--- config.mk ---
export PLATFORM = sky130hd
export DESIGN_NAME = ecc_point_add_flat
export DESIGN_NICKNAME = d
export VERILOG_FILES = /design/src/rtl/ecc_point_add_if.sv /design/src/rtl/ecc_point_add.sv /design/src/flat_wrapper.sv
export SDC_FILE = /design/constraint.sdc
export NUM_CORES = 1
export LEC_CHECK = 0
export CAP_MARGIN = 20
export CORE_MARGIN = 2
export CORE_UTILIZATION = 35
export DETAILED_ROUTE_END_ITERATION = 8
export DONT_BUFFER_PORTS = 1
export PLACE_DENSITY_LB_ADDON = 0.3
export SLEW_MARGIN = 20
export SYNTH_ARGS = -nofsm -noshare
export SYNTH_HDL_FRONTEND = slang
export SYNTH_SLANG_ARGS = --single-unit
export TNS_END_PERCENT = 5
--- constraint.sdc ---
create_clock -name i_clk -period 5.51 [get_ports i_clk]
set_input_delay 1.102 -clock i_clk [delete_from_list [all_inputs] [get_ports i_clk]]
set_output_delay 1.102 -clock i_clk [all_outputs]
set_load 0.02 [all_outputs]
--- src/rtl/ecc_point_add_if.sv ---
// Point-adder bundle: operand request, divider side-channel and result.
// slave = adder side, master = controller / divider side.
interface ecc_point_add_if #(
    parameter int MAX_BITS = 8
);
    logic                i_start;
    logic [MAX_BITS-1:0] i_n;
    logic [MAX_BITS-1:0] i_coef_a;
    logic [MAX_BITS-1:0] i_x1;
    logic [MAX_BITS-1:0] i_y1;
    logic [MAX_BITS-1:0] i_x2;
    logic [MAX_BITS-1:0] i_y2;
    logic                o_div_start;
    logic [MAX_BITS-1:0] o_div_a;
    logic [MAX_BITS-1:0] o_div_b;
    logic [MAX_BITS-1:0] i_div_result;
    logic                i_div_finished;
    logic [MAX_BITS-1:0] o_x3;
    logic [MAX_BITS-1:0] o_y3;
    logic                o_inf;
    logic                o_error;
    logic                o_finished;

    modport slave (
        input  i_start, i_n, i_coef_a,
        input  i_x1, i_y1, i_x2, i_y2,
        input  i_div_result, i_div_finished,
        output o_div_start, o_div_a, o_div_b,
        output o_x3, o_y3, o_inf, o_error, o_finished
    );

    modport master (
        output i_start, i_n, i_coef_a,
        output i_x1, i_y1, i_x2, i_y2,
        output i_div_result, i_div_finished,
        input  o_div_start, o_div_a, o_div_b,
        input  o_x3, o_y3, o_inf, o_error, o_finished
    );
endinterface

--- src/rtl/ecc_point_add.sv ---
// Affine EC point adder over GF(n): P3 = P1 + P2, lambda via external
// divider, remaining products on an internal bit-serial modular multiplier.
// Ports: i_clk, i_rst (async, active-low), bus (ecc_point_add_if.slave):
//   i_start/i_n/i_coef_a/i_x1..i_y2 in, o_div_* / i_div_* divider link,
//   o_x3/o_y3/o_inf/o_error results, o_finished one-cycle done pulse.
// Option: define ECC_POINT_DOUBLE_EN to build the doubling path
// (otherwise P1 == P2, y1 != 0 ends with o_error).
module ecc_point_add #(
    parameter int MAX_BITS = 8
) (
    input  logic               i_clk,
    input  logic               i_rst,
    ecc_point_add_if.slave     bus
);
    localparam int W  = MAX_BITS;
    localparam int CW = (W > 1) ? $clog2(W) : 1;

    typedef logic [W-1:0] word_t;
    typedef logic [W:0]   wide_t;

    typedef enum logic [3:0] {
        S_IDLE,
        S_PREP,
`ifdef ECC_POINT_DOUBLE_EN
        S_DBL_SQ,
        S_DBL_SUM,
`endif
        S_DIV_GO,
        S_DIV_WAIT,
        S_MUL_L2,
        S_SUB_X,
        S_MUL_Y,
        S_SUB_Y,
        S_DONE
    } state_t;

    state_t state, state_nxt;

    word_t x1_q, y1_q, x2_q, y2_q;
    word_t num_q, den_q, lam_q;
    word_t x3_q, y3_q;
    logic  inf_q, err_q, fin_q;

    wide_t         mul_acc;
    logic [CW-1:0] mul_cnt;

    function automatic word_t mod_add(word_t a, word_t b, word_t n);
        wide_t s;
        s = {1'b0, a} + {1'b0, b};
        if (s >= {1'b0, n})
            s = s - {1'b0, n};
        return word_t'(s);
    endfunction

    function automatic word_t mod_sub(word_t a, word_t b, word_t n);
        wide_t d;
        if (a >= b)
            d = {1'b0, a} - {1'b0, b};
        else
            d = {1'b0, a} + {1'b0, n} - {1'b0, b};
        return word_t'(d);
    endfunction

    // Multiplier datapath: one MSB-first step of the interleaved product.
    wide_t         nw;
    word_t         mul_a, mul_b, t_val;
    logic [CW-1:0] bit_idx;
    logic          mul_bit, mul_last;
    wide_t         acc_dbl, acc_red, acc_add, acc_nxt;

    assign nw       = {1'b0, bus.i_n};
    assign t_val    = word_t'(mul_acc);
    assign mul_last = (mul_cnt == CW'(W - 1));
    assign bit_idx  = CW'(W - 1) - mul_cnt;

    always_comb begin
        mul_a = '0;
        mul_b = '0;
        case (state)
`ifdef ECC_POINT_DOUBLE_EN
            S_DBL_SQ: begin
                mul_a = x1_q;
                mul_b = x1_q;
            end
`endif
            S_MUL_L2: begin
                mul_a = lam_q;
                mul_b = lam_q;
            end
            S_MUL_Y: begin
                mul_a = lam_q;
                mul_b = mod_sub(x1_q, x3_q, bus.i_n);
            end
            default: ;
        endcase
    end

    always_comb begin
        mul_bit = mul_b[bit_idx];
        acc_dbl = mul_acc << 1;
        acc_red = (acc_dbl >= nw) ? acc_dbl - nw : acc_dbl;
        acc_add = acc_red + {1'b0, mul_a};
        if (acc_add >= nw)
            acc_add = acc_add - nw;
        acc_nxt = mul_bit ? acc_add : acc_red;
    end

    // State register
    always_ff @(posedge i_clk or negedge i_rst) begin
        if (!i_rst)
            state <= S_IDLE;
        else
            state <= state_nxt;
    end

    // Next-state logic
    always_comb begin
        state_nxt = state;
        case (state)
            S_IDLE:
                if (bus.i_start)
                    state_nxt = S_PREP;
            S_PREP:
                if (x1_q != x2_q)
                    state_nxt = S_DIV_GO;
                else if (y1_q != y2_q || y1_q == '0)
                    state_nxt = S_DONE;
                else
`ifdef ECC_POINT_DOUBLE_EN
                    state_nxt = S_DBL_SQ;
`else
                    state_nxt = S_DONE;
`endif
`ifdef ECC_POINT_DOUBLE_EN
            S_DBL_SQ:
                if (mul_last)
                    state_nxt = S_DBL_SUM;
            S_DBL_SUM:
                state_nxt = S_DIV_GO;
`endif
            S_DIV_GO:
                state_nxt = S_DIV_WAIT;
            S_DIV_WAIT:
                if (bus.i_div_finished)
                    state_nxt = S_MUL_L2;
            S_MUL_L2:
                if (mul_last)
                    state_nxt = S_SUB_X;
            S_SUB_X:
                state_nxt = S_MUL_Y;
            S_MUL_Y:
                if (mul_last)
                    state_nxt = S_SUB_Y;
            // The arithmetic path raises the done pulse straight from
            // SUB_Y so it lands one cycle after the last subtraction.
            S_SUB_Y:
                state_nxt = S_IDLE;
            S_DONE:
                state_nxt = S_IDLE;
            default:
                state_nxt = S_IDLE;
        endcase
    end

    // Outputs
    always_comb begin
        bus.o_div_start = (state == S_DIV_GO);
        bus.o_div_a     = num_q;
        bus.o_div_b     = den_q;
        bus.o_x3        = x3_q;
        bus.o_y3        = y3_q;
        bus.o_inf       = inf_q;
        bus.o_error     = err_q;
        bus.o_finished  = fin_q;
    end

    // Datapath registers
    always_ff @(posedge i_clk or negedge i_rst) begin
        if (!i_rst) begin
            x1_q    <= '0;
            y1_q    <= '0;
            x2_q    <= '0;
            y2_q    <= '0;
            num_q   <= '0;
            den_q   <= '0;
            lam_q   <= '0;
            x3_q    <= '0;
            y3_q    <= '0;
            inf_q   <= 1'b0;
            err_q   <= 1'b0;
            fin_q   <= 1'b0;
            mul_acc <= '0;
            mul_cnt <= '0;
        end else begin
            case (state)
                S_IDLE: begin
                    fin_q <= 1'b0;
                    if (bus.i_start) begin
                        x1_q  <= bus.i_x1;
                        y1_q  <= bus.i_y1;
                        x2_q  <= bus.i_x2;
                        y2_q  <= bus.i_y2;
                        x3_q  <= '0;
                        y3_q  <= '0;
                        inf_q <= 1'b0;
                        err_q <= 1'b0;
                    end
                end
                S_PREP: begin
                    if (x1_q != x2_q) begin
                        num_q <= mod_sub(y2_q, y1_q, bus.i_n);
                        den_q <= mod_sub(x2_q, x1_q, bus.i_n);
                    end else if (y1_q != y2_q || y1_q == '0) begin
                        inf_q <= 1'b1;
                    end else begin
`ifdef ECC_POINT_DOUBLE_EN
                        mul_acc <= '0;
                        mul_cnt <= '0;
`else
                        err_q <= 1'b1;
`endif
                    end
                end
`ifdef ECC_POINT_DOUBLE_EN
                S_DBL_SQ: begin
                    mul_acc <= acc_nxt;
                    mul_cnt <= mul_last ? '0 : mul_cnt + 1'b1;
                end
                S_DBL_SUM: begin
                    num_q <= mod_add(
                        mod_add(mod_add(t_val, t_val, bus.i_n),
                                t_val, bus.i_n),
                        bus.i_coef_a, bus.i_n);
                    den_q <= mod_add(y1_q, y1_q, bus.i_n);
                end
`endif
                S_DIV_WAIT: begin
                    if (bus.i_div_finished) begin
                        lam_q   <= bus.i_div_result;
                        mul_acc <= '0;
                        mul_cnt <= '0;
                    end
                end
                S_MUL_L2, S_MUL_Y: begin
                    mul_acc <= acc_nxt;
                    mul_cnt <= mul_last ? '0 : mul_cnt + 1'b1;
                end
                S_SUB_X: begin
                    x3_q <= mod_sub(mod_sub(t_val, x1_q, bus.i_n),
                                    x2_q, bus.i_n);
                    mul_acc <= '0;
                    mul_cnt <= '0;
                end
                S_SUB_Y: begin
                    y3_q  <= mod_sub(t_val, y1_q, bus.i_n);
                    fin_q <= 1'b1;
                end
                S_DONE: begin
                    fin_q <= 1'b1;
                end
                default: ;
            endcase
        end
    end
endmodule

--- src/flat_wrapper.sv ---
// flat-port wrapper written by rule: the top's interface ports become plain ports
module ecc_point_add_flat 
#(
    parameter int MAX_BITS = 8
)
  (i_clk, i_rst, bus_i_start, bus_i_n, bus_i_coef_a, bus_i_x1, bus_i_y1, bus_i_x2, bus_i_y2, bus_i_div_result, bus_i_div_finished, bus_o_div_start, bus_o_div_a, bus_o_div_b, bus_o_x3, bus_o_y3, bus_o_inf, bus_o_error, bus_o_finished);
  ecc_point_add_if #(.MAX_BITS(MAX_BITS)) bus_i ();
  input  logic i_clk;
  input  logic i_rst;
  input wire logic [$bits(bus_i.i_start)-1:0] bus_i_start;
  input wire logic [$bits(bus_i.i_n)-1:0] bus_i_n;
  input wire logic [$bits(bus_i.i_coef_a)-1:0] bus_i_coef_a;
  input wire logic [$bits(bus_i.i_x1)-1:0] bus_i_x1;
  input wire logic [$bits(bus_i.i_y1)-1:0] bus_i_y1;
  input wire logic [$bits(bus_i.i_x2)-1:0] bus_i_x2;
  input wire logic [$bits(bus_i.i_y2)-1:0] bus_i_y2;
  input wire logic [$bits(bus_i.i_div_result)-1:0] bus_i_div_result;
  input wire logic [$bits(bus_i.i_div_finished)-1:0] bus_i_div_finished;
  output wire logic [$bits(bus_i.o_div_start)-1:0] bus_o_div_start;
  output wire logic [$bits(bus_i.o_div_a)-1:0] bus_o_div_a;
  output wire logic [$bits(bus_i.o_div_b)-1:0] bus_o_div_b;
  output wire logic [$bits(bus_i.o_x3)-1:0] bus_o_x3;
  output wire logic [$bits(bus_i.o_y3)-1:0] bus_o_y3;
  output wire logic [$bits(bus_i.o_inf)-1:0] bus_o_inf;
  output wire logic [$bits(bus_i.o_error)-1:0] bus_o_error;
  output wire logic [$bits(bus_i.o_finished)-1:0] bus_o_finished;
  assign bus_i.i_start = bus_i_start;
  assign bus_i.i_n = bus_i_n;
  assign bus_i.i_coef_a = bus_i_coef_a;
  assign bus_i.i_x1 = bus_i_x1;
  assign bus_i.i_y1 = bus_i_y1;
  assign bus_i.i_x2 = bus_i_x2;
  assign bus_i.i_y2 = bus_i_y2;
  assign bus_i.i_div_result = bus_i_div_result;
  assign bus_i.i_div_finished = bus_i_div_finished;
  assign bus_o_div_start = bus_i.o_div_start;
  assign bus_o_div_a = bus_i.o_div_a;
  assign bus_o_div_b = bus_i.o_div_b;
  assign bus_o_x3 = bus_i.o_x3;
  assign bus_o_y3 = bus_i.o_y3;
  assign bus_o_inf = bus_i.o_inf;
  assign bus_o_error = bus_i.o_error;
  assign bus_o_finished = bus_i.o_finished;
  ecc_point_add #(.MAX_BITS(MAX_BITS)) u_core (.i_clk(i_clk), .i_rst(i_rst), .bus(bus_i));
endmodule
* Word level (Yosys, flattened, before mapping)
Index checks and enable logic that the tools add are counted.
Storage, ports and cells: register bits after elaboration 90, latch bits 0, memory bits (writable) 0, ROM bits 0, input bits 60, output and inout port bits 36, word-level logic and storage cells 119, memories 0
Cells by class: add/subtract/negate cells 22, $mul 0, divide/modulo/power cells 0, $lt $le $gt $ge 9, eq/ne operators 18, shift-type cells 0, mux-type cells 36, bitwise gates (word level) 0, reduce and logical (&&, ||, !) cells 19
Operator list (count):
- 8-bit subtractor | 13
- 8-bit two-way mux | 12
- 8-bit >= comparator | 6
- 8-bit one-hot mux with 2 select lines | 3
- 8-bit adder | 5
- 4-bit one-hot mux with 7 select lines | 1
- 8-bit one-hot mux with 3 select lines | 1
- 4-bit two-way mux | 5
- 9-bit by 8-bit >= comparator with 1-bit output | 2
- 4-bit by 3-bit equality test with 1-bit output, second input constant | 4
- 8-bit != test | 2
- 2-bit AND reduction | 6
- 4-bit AND reduction | 3
- 9-bit by 8-bit adder with 9-bit output | 1
- 9-bit two-way mux | 1
- 3-bit one-hot mux with 3 select lines | 1
- 9-bit by 8-bit subtractor with 9-bit output | 1
- 4-bit by 2-bit equality test with 1-bit output, second input constant | 2
- 8-bit zero test | 1
- 2-bit != test, second input constant | 4
- 2-bit nonzero test | 4
- 1-bit two-way mux | 6
- 3-bit two-way mux | 2
- 2-bit by 1-bit != test with 1-bit output, second input constant | 3
- 12 further kinds | 15

* Depth between registers and ports, before layout
depth after elaboration 8, gate-level depth with buffers 23, depth with buffers taken out 23

* Least setup slack after synthesis
Ideal clock, no wire load.
path kind input to register, from in bus_i_n[1], to reg u_core.mul_acc[1], setup time 90 ps, arrival time 5589 ps, required time 5420 ps, path slack -169 ps, stages 20, path buffers 0, cells stage by stage inv_1 ha_1 nor2b_1 o31a_1 o41ai_4 a21o_1 mux2i_1 inv_1 ha_1 a21oi_1 o21ai_0 a2111o_1 o311ai_0 xnor2_1 ha_1 nand4_1 o21bai_1 nor4b_4 mux2_1 o221ai_1
Between the ends: word-level cells in the longest chain between the ends 8, elaborated cells between the ends (all ways) 15, classes of those cells add/sub: 5; order compare: 2; mux: 8
RTL lines:
- start: declaration | RTL line flat_wrapper.sv:11 | input wire logic [$bits(bus_i.i_n)-1:0] bus_i_n;
- parallel branches: the longest is 6 deep, another holds 9-bit by 8-bit subtractor with 9-bit output
- 8-bit two-way mux (*) | RTL line ecc_point_add.sv:105 | acc_nxt = mul_bit ? acc_add : acc_red;
- 8-bit one-hot mux with 3 select lines (*) | RTL line ecc_point_add.sv:195 | case (state)
- end signal: assignment | RTL line ecc_point_add.sv:245 | mul_acc <= acc_nxt;
- end: declaration | RTL line ecc_point_add.sv:44 | wide_t mul_acc;
Mark *: on every way between the ends. The select of a mux whose other input is x is not followed. A chain may end at the register's enable or synchronous reset.

* Worst setup path after layout
from in bus_i_n[1], to reg u_core.mul_acc[0]
Between the ends: word-level cells in the longest chain between the ends 8, elaborated cells between the ends (all ways) 15, classes of those cells add/sub: 5; order compare: 2; mux: 8
RTL lines (RTL line):
- parallel branches: the longest is 6 deep, another holds 9-bit by 8-bit subtractor with 9-bit output
- 8-bit two-way mux (*) | ecc_point_add.sv:105
- 8-bit one-hot mux with 3 select lines (*) | ecc_point_add.sv:195
Marks and branches as above.

==> results_dict.tcl <==
set metrics [dict create \
    ys_top_cells_by_count "inv_1 (141), ha_1 (125), dfrtp_1 (90)" \
    setup_violations 0 \
    drt_wl_total_mm 28.1 \
    top_usage_layer "met2" \
    first_iter_violations 415 \
    die-area_mm2 0.0301 \
    antenna_found_initial 0 \
    die_h_um 173 \
    synthArstFlopShare_pct 100 \
    yosys_warnings 0 \
    drv_slew 0 \
    hold_viol_final 0 \
    layout.cells.non_filler 1577 \
    viasPerCell 5.19 \
    startpoint_type "input port" \
    endpoint_kind "register" \
    critPathKind "in2reg" \
    dpl.hpwl_mm 22.9 \
    ant_nets 0 \
    wl_per_cell_um 17.8 \
    yosys_most_used_dff "dfrtp_1" \
    yosysMostFrequentCell "inv_1" \
    cp.arrival_ns 5.48 \
    max_slew_margin_pct 34.7 \
    finClkSkew_ns 0.0133 \
    fmax_mhz 192 \
    pin_count 96 \
    overflow 0 \
    initial_utilization_pct 35.3 \
    place_congestion 0.863 \
    grt_pass1_wl_mm 44.6 \
    grtUsageMet2_pct 31.2 \
    route.detailed.drc 0 \
    numClockSinks 90 \
    clk_pin_slew_worst_paths_ns 0.08 \
    layout-drive-gt1-share_pct 12.6 \
    dp_cells 1561 \
    hold_ws_ns 0.421 \
    dr.pass1.iters 5 \
    fin_nets 1413 \
    numPortBuffers 0 \
    synth_fp_nets 1361 \
    synth_area_per_cell_um2 8.84 \
    met3_usage_pct 3.62 \
    cts_buffers 9 \
    required_ns 5.78 \
    cts_max_path_buffers 2 \
    cap_violations 0 \
    yosysUniqueCellTypes 69 \
    rsz0062_at_grt "false" \
    cts_htree_levels 3 \
    core_area_mm2 0.0285 \
    grt_pass1_vias 8115 \
    tightest_slew_ns 0.973 \
    fin_crit_sh_pct 94.6 \
    num_vias 8177 \
    syn_to_final_growth_pct 12.4 \
    grt_max_degree 91 \
    syn_area_mm2 0.0100 \
    synth_top_cell_by_area "dfrtp_1" \
    antenna_cells 0 \
    insertion_delay_ns 0.37 \
    cp_max_fo 5 \
    synth_edf_count 0 \
    ys_ff_latch 90 \
    die_x_um 173 \
    root_buffer "clkbuf_16" \
    cts_tree "done" \
    status "finished, final reports clean" \
    yosys-top-cells-area "dfrtp_1 (22%), ha_1 (16%), fa_1 (8.0%), inv_1 (5.3%), xnor2_1 (5.1%)" \
    syn_inst 1136 \
    cts_setup_buffers 0 \
    track_usage_pct 18.9 \
    finalCriticalPeriod_ns 5.21 \
    yosysSeqAreaShare_pct 22.4 \
    rows 62 \
    worst_hold_path_type "in2async" \
    grt_util_met1_pct 25.0 \
    synth_top_area_share_pct 22.4 \
]
cell type report:
| cell class | instances | area (um^2) |
|---|---|---|
| repair buffers | 63 | 473 |
| clock buffers | 9 | 225 |
| inverters | 141 | 533 |
| multi-input cells | 883 | 7230 |
| fillers | 2895 | 17200 |
| clock inverters | 7 | 106 |
| well taps | 384 | 480 |
| flip-flops and latches | 90 | 2250 |
state kept, by name (all words and copies together), names as in the netlist, 3 cells and up:
register	count
u_core.mul_cnt	3
u_core.x1_q	8
u_core.mul_acc	8
u_core.bus.o_y3	8
u_core.y1_q	8
u_core.bus.o_div_b	8
u_core.y2_q	8
u_core.bus.o_x3	8
u_core.x2_q	8
u_core.state	4
u_core.lam_q	8
u_core.bus.o_div_a	8
layout by cell type (no fill, tap or decap), types with 8 or more instances in the layout:
master and n:
a211oi_1 13, a21boi_0 12, a21o_1 20, a21oi_1 54, and2_1 8, and3_1 8
buf_4 63, clkbuf_16 9, dfrtp_1 90, fa_1 40, ha_1 124, inv_1 139
mux2_2 45, mux2i_1 36, nand2_1 67, nand2b_1 12, nand3_1 24, nand4_1 11
nor2_1 68, nor2b_1 26, nor3_1 22, o21a_1 14, o21ai_0 81, xnor2_1 59
xor2_1 25
final timing paths:
check | from | end | slack, ns | cells after the start
max reg2reg | u_core.mul_acc[0] | u_core.bus.o_x3[7] | 0.30 | 22
min | i_rst | u_core.bus.o_div_b[1] | 0.42 | 0
min in group i_clk | u_core.lam_q[1] | u_core.lam_q[1] | 0.51 | 1
min reg2reg | u_core.lam_q[1] | u_core.lam_q[1] | 0.51 | 1
max in group asynchronous | i_rst | u_core.lam_q[1] | 4.95 | 0
max | bus_i_n[1] | u_core.mul_acc[0] | 0.30 | 22
per-stage QoR:
stage	utilization [%]	cell area, um^2	TNS [ns]	setup WS [ns]
floorplan	-	10100	-0.316	-0.129
global placement	38.5	10900	-0.357	-0.101
detailed placement	38.5	10900	-0.717	-0.156
global route	39.7	11300	0	0.0188
CTS	39.6	11300	0	0.214
finish	39.7	11300	0	0.299
critical path: stages:
cell	delay (ns)
clkinvlp_4	0.08
ha_4	0.21
nor2b_1	0.13
o31a_1	0.32
o41ai_4	0.32
a21o_2	0.26
buf_4	0.13
nand2_1	0.04
o21ai_0	0.14
inv_1	0.09
ha_1	0.30
nor2b_2	0.17
o2111a_1	0.25
nor3b_1	0.24
xnor2_1	0.19
ha_1	0.30
o21a_1	0.20
o31ai_2	0.07
nor4b_4	0.23
buf_4	0.19
mux2_1	0.34
o221ai_1	0.17
metal layers:
metal  vias up  wire (um)
li1       4092          -
met1      3890      13000
met2       151      13000
met3        44       1290
met4         0        730
met5         -          0
what timing repair did:
action                     4_1_cts  5_1_grt
setup endpoints to repair        0        6
hold buffers                     0        0
hold endpoints to repair         0        0
resized for setup                0        4
kinds of logic (layout without fill, tap and decap cells):
logic type                 count (synthesis)  in the layout  share of synthesized area [%]
and+or+nand+nor                          280            280                           13.9
AOI/OAI and AO/OA                        270            270                           17.7
adders and majority gates                165            165                           23.5
buffers and inverters                    163            220                           6.17
DFF                                       90             90                           22.4
xor gates and xnor gates                  84             84                           7.32
muxes                                     84             84                           8.96
Power is left out: the tool's default activity adds up to more than one toggle a clock period on the data nets, which glitch-free logic cannot reach.
